`src/rtl/wb_stage_param.sv`:
```
// ---------------------------------------------------------------------------
// wb_stage_param -- write-back stage of the 5-stage RISC-V pipeline.
//
// Holds the MEM/WB pipeline register (valid/stall/flush controlled), aligns
// and extends load data, selects the write-back result from ALU / load /
// PC+4 / CSR, and optionally keeps a retired-instruction counter.
//
// Optional feature macro: WB_INSTRET_EN
//   defined   : instret_w is a CNT_W-bit counter of retired instructions
//   undefined : no counter flops, instret_w is tied to 0
//
// Ports
//   clk           rising-edge clock
//   srst          asynchronous active-low reset
//   stall_i       hold MEM/WB contents
//   flush_i       load a bubble into MEM/WB (wins over stall_i)
//   valid_m       M-stage instruction valid
//   reg_write_m   M-stage register-file write enable
//   result_src_m  result select: 00 ALU, 01 load, 10 PC+4, 11 CSR
//   funct3_m      load type
//   rd_m          destination register
//   alu_result_m  ALU result / load address
//   read_data_m   raw data-memory word
//   pc_plus4_m    PC+4
//   csr_rdata_m   CSR read data
//   valid_w       W-stage valid
//   reg_write_w   qualified register-file write enable (never for x0)
//   rd_w          register-file write address
//   result_w      register-file write data
//   instret_w     retired-instruction count
// ---------------------------------------------------------------------------
module wb_stage_param #(
  parameter int unsigned XLEN      = 32,
  parameter int unsigned RF_ADDR_W = 5,
  parameter int unsigned CNT_W     = 64
) (
  input  logic                 clk,
  input  logic                 srst,
  input  logic                 stall_i,
  input  logic                 flush_i,
  input  logic                 valid_m,
  input  logic                 reg_write_m,
  input  logic [1:0]           result_src_m,
  input  logic [2:0]           funct3_m,
  input  logic [RF_ADDR_W-1:0] rd_m,
  input  logic [XLEN-1:0]      alu_result_m,
  input  logic [XLEN-1:0]      read_data_m,
  input  logic [XLEN-1:0]      pc_plus4_m,
  input  logic [XLEN-1:0]      csr_rdata_m,
  output logic                 valid_w,
  output logic                 reg_write_w,
  output logic [RF_ADDR_W-1:0] rd_w,
  output logic [XLEN-1:0]      result_w,
  output logic [CNT_W-1:0]     instret_w
);

  // MEM/WB pipeline register
  logic                 valid_q,     valid_d;
  logic                 reg_write_q, reg_write_d;
  logic [1:0]           src_q,       src_d;
  logic [2:0]           funct3_q,    funct3_d;
  logic [RF_ADDR_W-1:0] rd_q,        rd_d;
  logic [XLEN-1:0]      alu_q,       alu_d;
  logic [XLEN-1:0]      rdata_q,     rdata_d;
  logic [XLEN-1:0]      pc4_q,       pc4_d;
  logic [XLEN-1:0]      csr_q,       csr_d;

  always_comb begin
    valid_d     = valid_q;
    reg_write_d = reg_write_q;
    src_d       = src_q;
    funct3_d    = funct3_q;
    rd_d        = rd_q;
    alu_d       = alu_q;
    rdata_d     = rdata_q;
    pc4_d       = pc4_q;
    csr_d       = csr_q;
    if (flush_i) begin
      valid_d     = 1'b0;
      reg_write_d = 1'b0;
      src_d       = '0;
      funct3_d    = '0;
      rd_d        = '0;
      alu_d       = '0;
      rdata_d     = '0;
      pc4_d       = '0;
      csr_d       = '0;
    end else if (!stall_i) begin
      valid_d     = valid_m;
      reg_write_d = reg_write_m;
      src_d       = result_src_m;
      funct3_d    = funct3_m;
      rd_d        = rd_m;
      alu_d       = alu_result_m;
      rdata_d     = read_data_m;
      pc4_d       = pc_plus4_m;
      csr_d       = csr_rdata_m;
    end
  end

  always_ff @(posedge clk or negedge srst) begin
    if (!srst) begin
      valid_q     <= 1'b0;
      reg_write_q <= 1'b0;
      src_q       <= '0;
      funct3_q    <= '0;
      rd_q        <= '0;
      alu_q       <= '0;
      rdata_q     <= '0;
      pc4_q       <= '0;
      csr_q       <= '0;
    end else begin
      valid_q     <= valid_d;
      reg_write_q <= reg_write_d;
      src_q       <= src_d;
      funct3_q    <= funct3_d;
      rd_q        <= rd_d;
      alu_q       <= alu_d;
      rdata_q     <= rdata_d;
      pc4_q       <= pc4_d;
      csr_q       <= csr_d;
    end
  end

  // Load alignment: only the low 32 bits of the memory word are meaningful.
  // Halfword select ignores addr[0]; memory never returns misaligned data.
  logic [7:0]      load_byte;
  logic [15:0]     load_half;
  logic [XLEN-1:0] load_ext;

  always_comb begin
    case (alu_q[1:0])
      2'd0:    load_byte = rdata_q[7:0];
      2'd1:    load_byte = rdata_q[15:8];
      2'd2:    load_byte = rdata_q[23:16];
      default: load_byte = rdata_q[31:24];
    endcase
    load_half = alu_q[1] ? rdata_q[31:16] : rdata_q[15:0];
  end

  always_comb begin
    case (funct3_q)
      3'b000:  load_ext = XLEN'($signed(load_byte));
      3'b100:  load_ext = XLEN'(load_byte);
      3'b001:  load_ext = XLEN'($signed(load_half));
      3'b101:  load_ext = XLEN'(load_half);
      3'b010:  load_ext = XLEN'($signed(rdata_q[31:0]));
      default: load_ext = rdata_q;
    endcase
  end

  // Result mux follows the registered select even for bubbles;
  // consumers qualify with reg_write_w.
  always_comb begin
    case (src_q)
      2'b00:   result_w = alu_q;
      2'b01:   result_w = load_ext;
      2'b10:   result_w = pc4_q;
      default: result_w = csr_q;
    endcase
  end

  assign valid_w     = valid_q;
  assign rd_w        = rd_q;
  assign reg_write_w = valid_q & reg_write_q & (rd_q != '0);

`ifdef WB_INSTRET_EN
  logic [CNT_W-1:0] instret_q, instret_d;
  logic             retire;

  // Counts on the edge where a valid instruction enters MEM/WB; wraps silently.
  assign retire = ~flush_i & ~stall_i & valid_m;

  always_comb begin
    instret_d = instret_q;
    if (retire) instret_d = instret_q + CNT_W'(1);
  end

  always_ff @(posedge clk or negedge srst) begin
    if (!srst) instret_q <= '0;
    else       instret_q <= instret_d;
  end

  assign instret_w = instret_q;
`else
  assign instret_w = '0;
`endif

endmodule

```
`config.mk`:
```
export PLATFORM = sky130hd
export DESIGN_NAME = wb_stage_param
export DESIGN_NICKNAME = d
export VERILOG_FILES = /design/src/rtl/wb_stage_param.sv
export SDC_FILE = /design/constraint.sdc
export NUM_CORES = 1
export LEC_CHECK = 0
export ABC_CLOCK_PERIOD_IN_PS = 2460
export CAP_MARGIN = 20
export CORE_AREA = 2 2 177 179
export CTS_BUF_LIST = sky130_fd_sc_hd__clkbuf_2 sky130_fd_sc_hd__clkbuf_4 sky130_fd_sc_hd__clkbuf_8
export DETAILED_ROUTE_END_ITERATION = 8
export DIE_AREA = 0 0 179 181
export PLACE_DENSITY = 0.47
export SYNTH_ARGS = -nofsm -noshare
export SYNTH_HDL_FRONTEND = slang
export SYNTH_SLANG_ARGS = --single-unit
```
`constraint.sdc`:
```
create_clock -name clk -period 2.46 [get_ports clk]
set_clock_uncertainty 0.05 [all_clocks]
set_input_delay 0.492 -clock clk [delete_from_list [all_inputs] [get_ports clk]]
set_output_delay 0.492 -clock clk [all_outputs]
set_load 0.02 [all_outputs]
```
==> metrics.txt <==
# TYPE chip_impl_metric gauge
chip_impl_info{name="ys_top_cells_by_count",value="sky130_fd_sc_hd__nor2_1, sky130_fd_sc_hd__mux2i_1, sky130_fd_sc_hd__dfrtp_1"} 1
chip_impl_metric{name="drive_above_1_share",unit="%"} 19.79
chip_impl_info{name="post-synth-top-count-cell",value="sky130_fd_sc_hd__nor2_1"} 1
chip_impl_metric{name="drv.max_cap_violation_count",unit=""} 0
chip_impl_metric{name="synth_largest_type_area_fraction",unit="%"} 46.64
chip_impl_metric{name="netlist_area",unit="mm2"} 0.007511
chip_impl_metric{name="yosys.cell_types.count",unit=""} 34
chip_impl_metric{name="max-vdd-ir-drop",unit="uV"} 212.0
chip_impl_metric{name="grt.overflow.total",unit=""} 0
chip_impl_metric{name="cellPowerDensity",unit="mW/mm2"} 562.4
chip_impl_metric{name="fill_cells",unit=""} 3120
chip_impl_metric{name="dpl-instance-area",unit="mm2"} 0.009967
chip_impl_metric{name="period_share",unit="%"} 109.1
chip_impl_metric{name="grt_usage",unit="%"} 15.82
chip_impl_info{name="critPathKind",value="register to output port"} 1
chip_impl_metric{name="clock_path_buffers",unit=""} 2
chip_impl_metric{name="totalPowerFinal",unit="mW"} 5.984
chip_impl_metric{name="final_critical_path_setup_slack",unit="ps"} -224.0
chip_impl_metric{name="cts_made_buffers",unit=""} 17
chip_impl_metric{name="synth_seq_area_share",unit="%"} 46.64
chip_impl_metric{name="final_nets",unit=""} 1106
chip_impl_metric{name="htree_levels",unit=""} 4
chip_impl_metric{name="routed_via_density",unit=""} 4.397
chip_impl_metric{name="post-route-min-period",unit="ps"} 2684
chip_impl_metric{name="crit_path_max_fanout",unit=""} 7
chip_impl_metric{name="wl_per_cell",unit="um"} 18.54
chip_impl_metric{name="post_detailed_placement_half_perimeter_wirelength",unit="mm"} 18.80
chip_impl_info{name="status",value="finished, violations left"} 1
chip_impl_metric{name="floorplan.initialDensity",unit="%"} 24.75
chip_impl_metric{name="placeableCoreArea",unit="mm2"} 0.03035
chip_impl_metric{name="number_of_standard_cells_after_synthesis",unit=""} 744
chip_impl_metric{name="drt_wl_total",unit="mm"} 25.44
chip_impl_info{name="rsz_0062_raised_after_global_routing",value="true"} 1
chip_impl_info{name="violations",value="negative setup slack"} 1
chip_impl_metric{name="timing_max_transition_violations_final",unit=""} 0
chip_impl_metric{name="grt_pass1_vias",unit=""} 6229
chip_impl_metric{name="ys_ff_latch",unit=""} 140
chip_impl_metric{name="yosys_warnings",unit=""} 0
chip_impl_metric{name="postSynth.asyncResetShare",unit="%"} 100.0
chip_impl_metric{name="layout_overhead_on_the_synthesized_area",unit="%"} 41.65
chip_impl_info{name="cts_root_buf",value="sky130_fd_sc_hd__clkbuf_8"} 1
chip_impl_metric{name="final-setup-viol-count",unit=""} 32
chip_impl_metric{name="clk-insertion-delay-late",unit="ps"} 450
chip_impl_metric{name="replace_congestion",unit=""} 0.7900
chip_impl_metric{name="dr_total_vias",unit=""} 6032
chip_impl_metric{name="die_h",unit="um"} 181
chip_impl_metric{name="number_of_flops_mapped_to_enable_cells_by_yosys",unit=""} 0
chip_impl_metric{name="io-pin-count",unit=""} 247
chip_impl_metric{name="dieWidth",unit="um"} 179
chip_impl_metric{name="detail_route.first_pass.iterations",unit=""} 4
chip_impl_metric{name="max_freq",unit="MHz"} 372.6
chip_impl_metric{name="wire_length_of_the_first_global_routing_pass",unit="mm"} 38.24
chip_impl_info{name="yosys.area.top_type",value="sky130_fd_sc_hd__dfrtp_1"} 1
chip_impl_metric{name="buffer_ports.inserted",unit=""} 182
chip_impl_metric{name="design_area",unit="mm2"} 0.01064
chip_impl_info{name="dominantRegCellSynth",value="sky130_fd_sc_hd__dfrtp_1"} 1
chip_impl_metric{name="initialDrtViolationCount",unit=""} 376
chip_impl_metric{name="avgSynthCellArea",unit="um2"} 10.10
chip_impl_metric{name="leakage",unit="nW"} 5.042
chip_impl_metric{name="clock-sinks",unit=""} 140
chip_impl_info{name="critPathCaptureType",value="output port"} 1
chip_impl_metric{name="maximum_number_of_pins_on_one_net_before_global_route_repair",unit=""} 62
chip_impl_metric{name="ant_nets",unit=""} 0
chip_impl_metric{name="dp_slack",unit="ps"} -222.3
chip_impl_metric{name="placementRows",unit=""} 64
chip_impl_info{name="tritoncts_clock_tree",value="built"} 1
chip_impl_metric{name="report.final.hold_viol_count",unit=""} 0
chip_impl_metric{name="antenna_found_initial",unit=""} 2
chip_impl_metric{name="finalCoreUtilization",unit="%"} 35.06
chip_impl_info{name="start_kind",value="register"} 1
chip_impl_metric{name="required_time_of_the_critical_path",unit="ps"} 1920
chip_impl_metric{name="remaining_drc_errors",unit=""} 0
chip_impl_metric{name="worst_setup_hold_path_clk_slew",unit="ps"} 90
chip_impl_info{name="synth.top_cells.by_area",value="sky130_fd_sc_hd__dfrtp_1, sky130_fd_sc_hd__mux2i_1, sky130_fd_sc_hd__nor2_1"} 1
chip_impl_metric{name="finalSetupTns",unit="ps"} -4071
chip_impl_metric{name="dieArea",unit="mm2"} 0.03240
chip_impl_metric{name="worst-endpoint-arrival",unit="ps"} 2140
chip_impl_info{name="hold_class",value="input pin to register"} 1
-- layout make-up --
cell class,count,area (um2),area share [%]
Multi-Input combinational cell,543,3687,34.66
Clock inverter,14,185.2,1.741
Sequential cell,140,3506,32.95
Clock buffer,18,241.5,2.270
Antenna cell,1,2.502,0.02352
Timing Repair Buffer,256,2506,23.56
Inverter,4,15.01,0.1411
Tap cell,396,495.5,4.657
-- layout by cell type, fill, tap and decap left out, types with 4 or more instances in the layout --
cell type                         synthesis  routed
sky130_fd_sc_hd__buf_6                    1      16
sky130_fd_sc_hd__o21ai_1                  1       5
sky130_fd_sc_hd__mux2i_1                151     149
sky130_fd_sc_hd__o22ai_1                 24      15
sky130_fd_sc_hd__a22oi_1                 15      12
sky130_fd_sc_hd__nor2_1                 160     159
sky130_fd_sc_hd__buf_2                   23       4
sky130_fd_sc_hd__or3_1                    6       6
sky130_fd_sc_hd__o2bb2ai_1                6       6
sky130_fd_sc_hd__a21oi_1                 40      35
sky130_fd_sc_hd__o21ai_2                  1       6
sky130_fd_sc_hd__nand2_1                  8       8
sky130_fd_sc_hd__conb_1                   1      64
sky130_fd_sc_hd__o21a_1                  16      16
sky130_fd_sc_hd__mux2_2                  14      13
sky130_fd_sc_hd__buf_12                   0      11
sky130_fd_sc_hd__dfrtp_1                140     138
sky130_fd_sc_hd__a21oi_2                  0       5
sky130_fd_sc_hd__o22ai_2                  0       9
sky130_fd_sc_hd__clkdlybuf4s50_1          0     146
sky130_fd_sc_hd__buf_4                   64      75
sky130_fd_sc_hd__clkbuf_8                 0      18
sky130_fd_sc_hd__o21ai_0                 21       9
-- cell families after synthesis --
kind of cell / after synthesis / share of synthesized area, %
AOI/OAI and AO/OA: 130 / 10.93
buffers and inverters: 124 / 9.878
DFF: 140 / 46.64
muxes: 167 / 22.82
other: 1 / 0.04993
and+or+nand+nor: 182 / 9.678
-- repair_timing --
action,4_1_cts,5_1_grt
hold buffers,1,0
pin swaps,14,2
endpoints found under the setup margin,33,33
hold endpoints to repair,37,0
setup buffers,6,0
resized for setup,206,22
gates cloned,1,0
-- report_power, final --
part	internal [mW]	total, mW	switching [mW]
registers	2.43	2.53	0.102
clock network	1.04	2.08	1.03
logic	0.668	1.38	0.710
total	4.14	5.98	1.85
-- metrics by stage --
step	hold WS (ps)	cells
2_1_floorplan	146.4	807
3_3_place_gp	385.3	1332
3_5_place_dp	389.3	1332
4_1_cts	336.9	1372
5_1_grt	344.6	1371
6_report	373.7	1372
-- worst paths after layout --
path / startpoint / slack (ps) / cells after the start / endpoint
setup / recovery: alu_q[1] / -220 / 6 / result_w[14]
hold / removal: flush_i / 370 / 2 / rd_w[3]
setup reg to reg: src_q[1] / 1120 / 4 / src_q[1]
hold reg to reg: csr_q[6] / 480 / 2 / csr_q[6]
max in group asynchronous: srst / 1210 / 3 / src_q[0]
min in group asynchronous: srst / 460 / 2 / alu_q[27]
-- state kept, by name, indices dropped and copies added (netlist names) --
| name | flops |
|---|---|
| csr_q | 32 |
| valid_w | 1 |
| reg_write_q | 1 |
| pc4_q | 32 |
| rd_w | 5 |
| src_q | 2 |
| rdata_q | 32 |
| funct3_q | 3 |
| alu_q | 32 |
-- critical path, stage by stage (launching register included) --
cell,delay (ps)
sky130_fd_sc_hd__dfrtp_2,420
sky130_fd_sc_hd__mux4_2,510
sky130_fd_sc_hd__nor2b_4,150
sky130_fd_sc_hd__o31ai_4,220
sky130_fd_sc_hd__buf_6,190
sky130_fd_sc_hd__o21ai_2,70
sky130_fd_sc_hd__buf_6,140
-- per-layer routing --
metal	global-route usage (%)	up-vias	routed length [um]
li1	-	2896	-
met1	21.77	2923	11750
met2	24.77	199	11640
met3	4.335	12	1839
met4	3.285	2	189
met5	0	-	16
(Power assumes the default switching activity.)
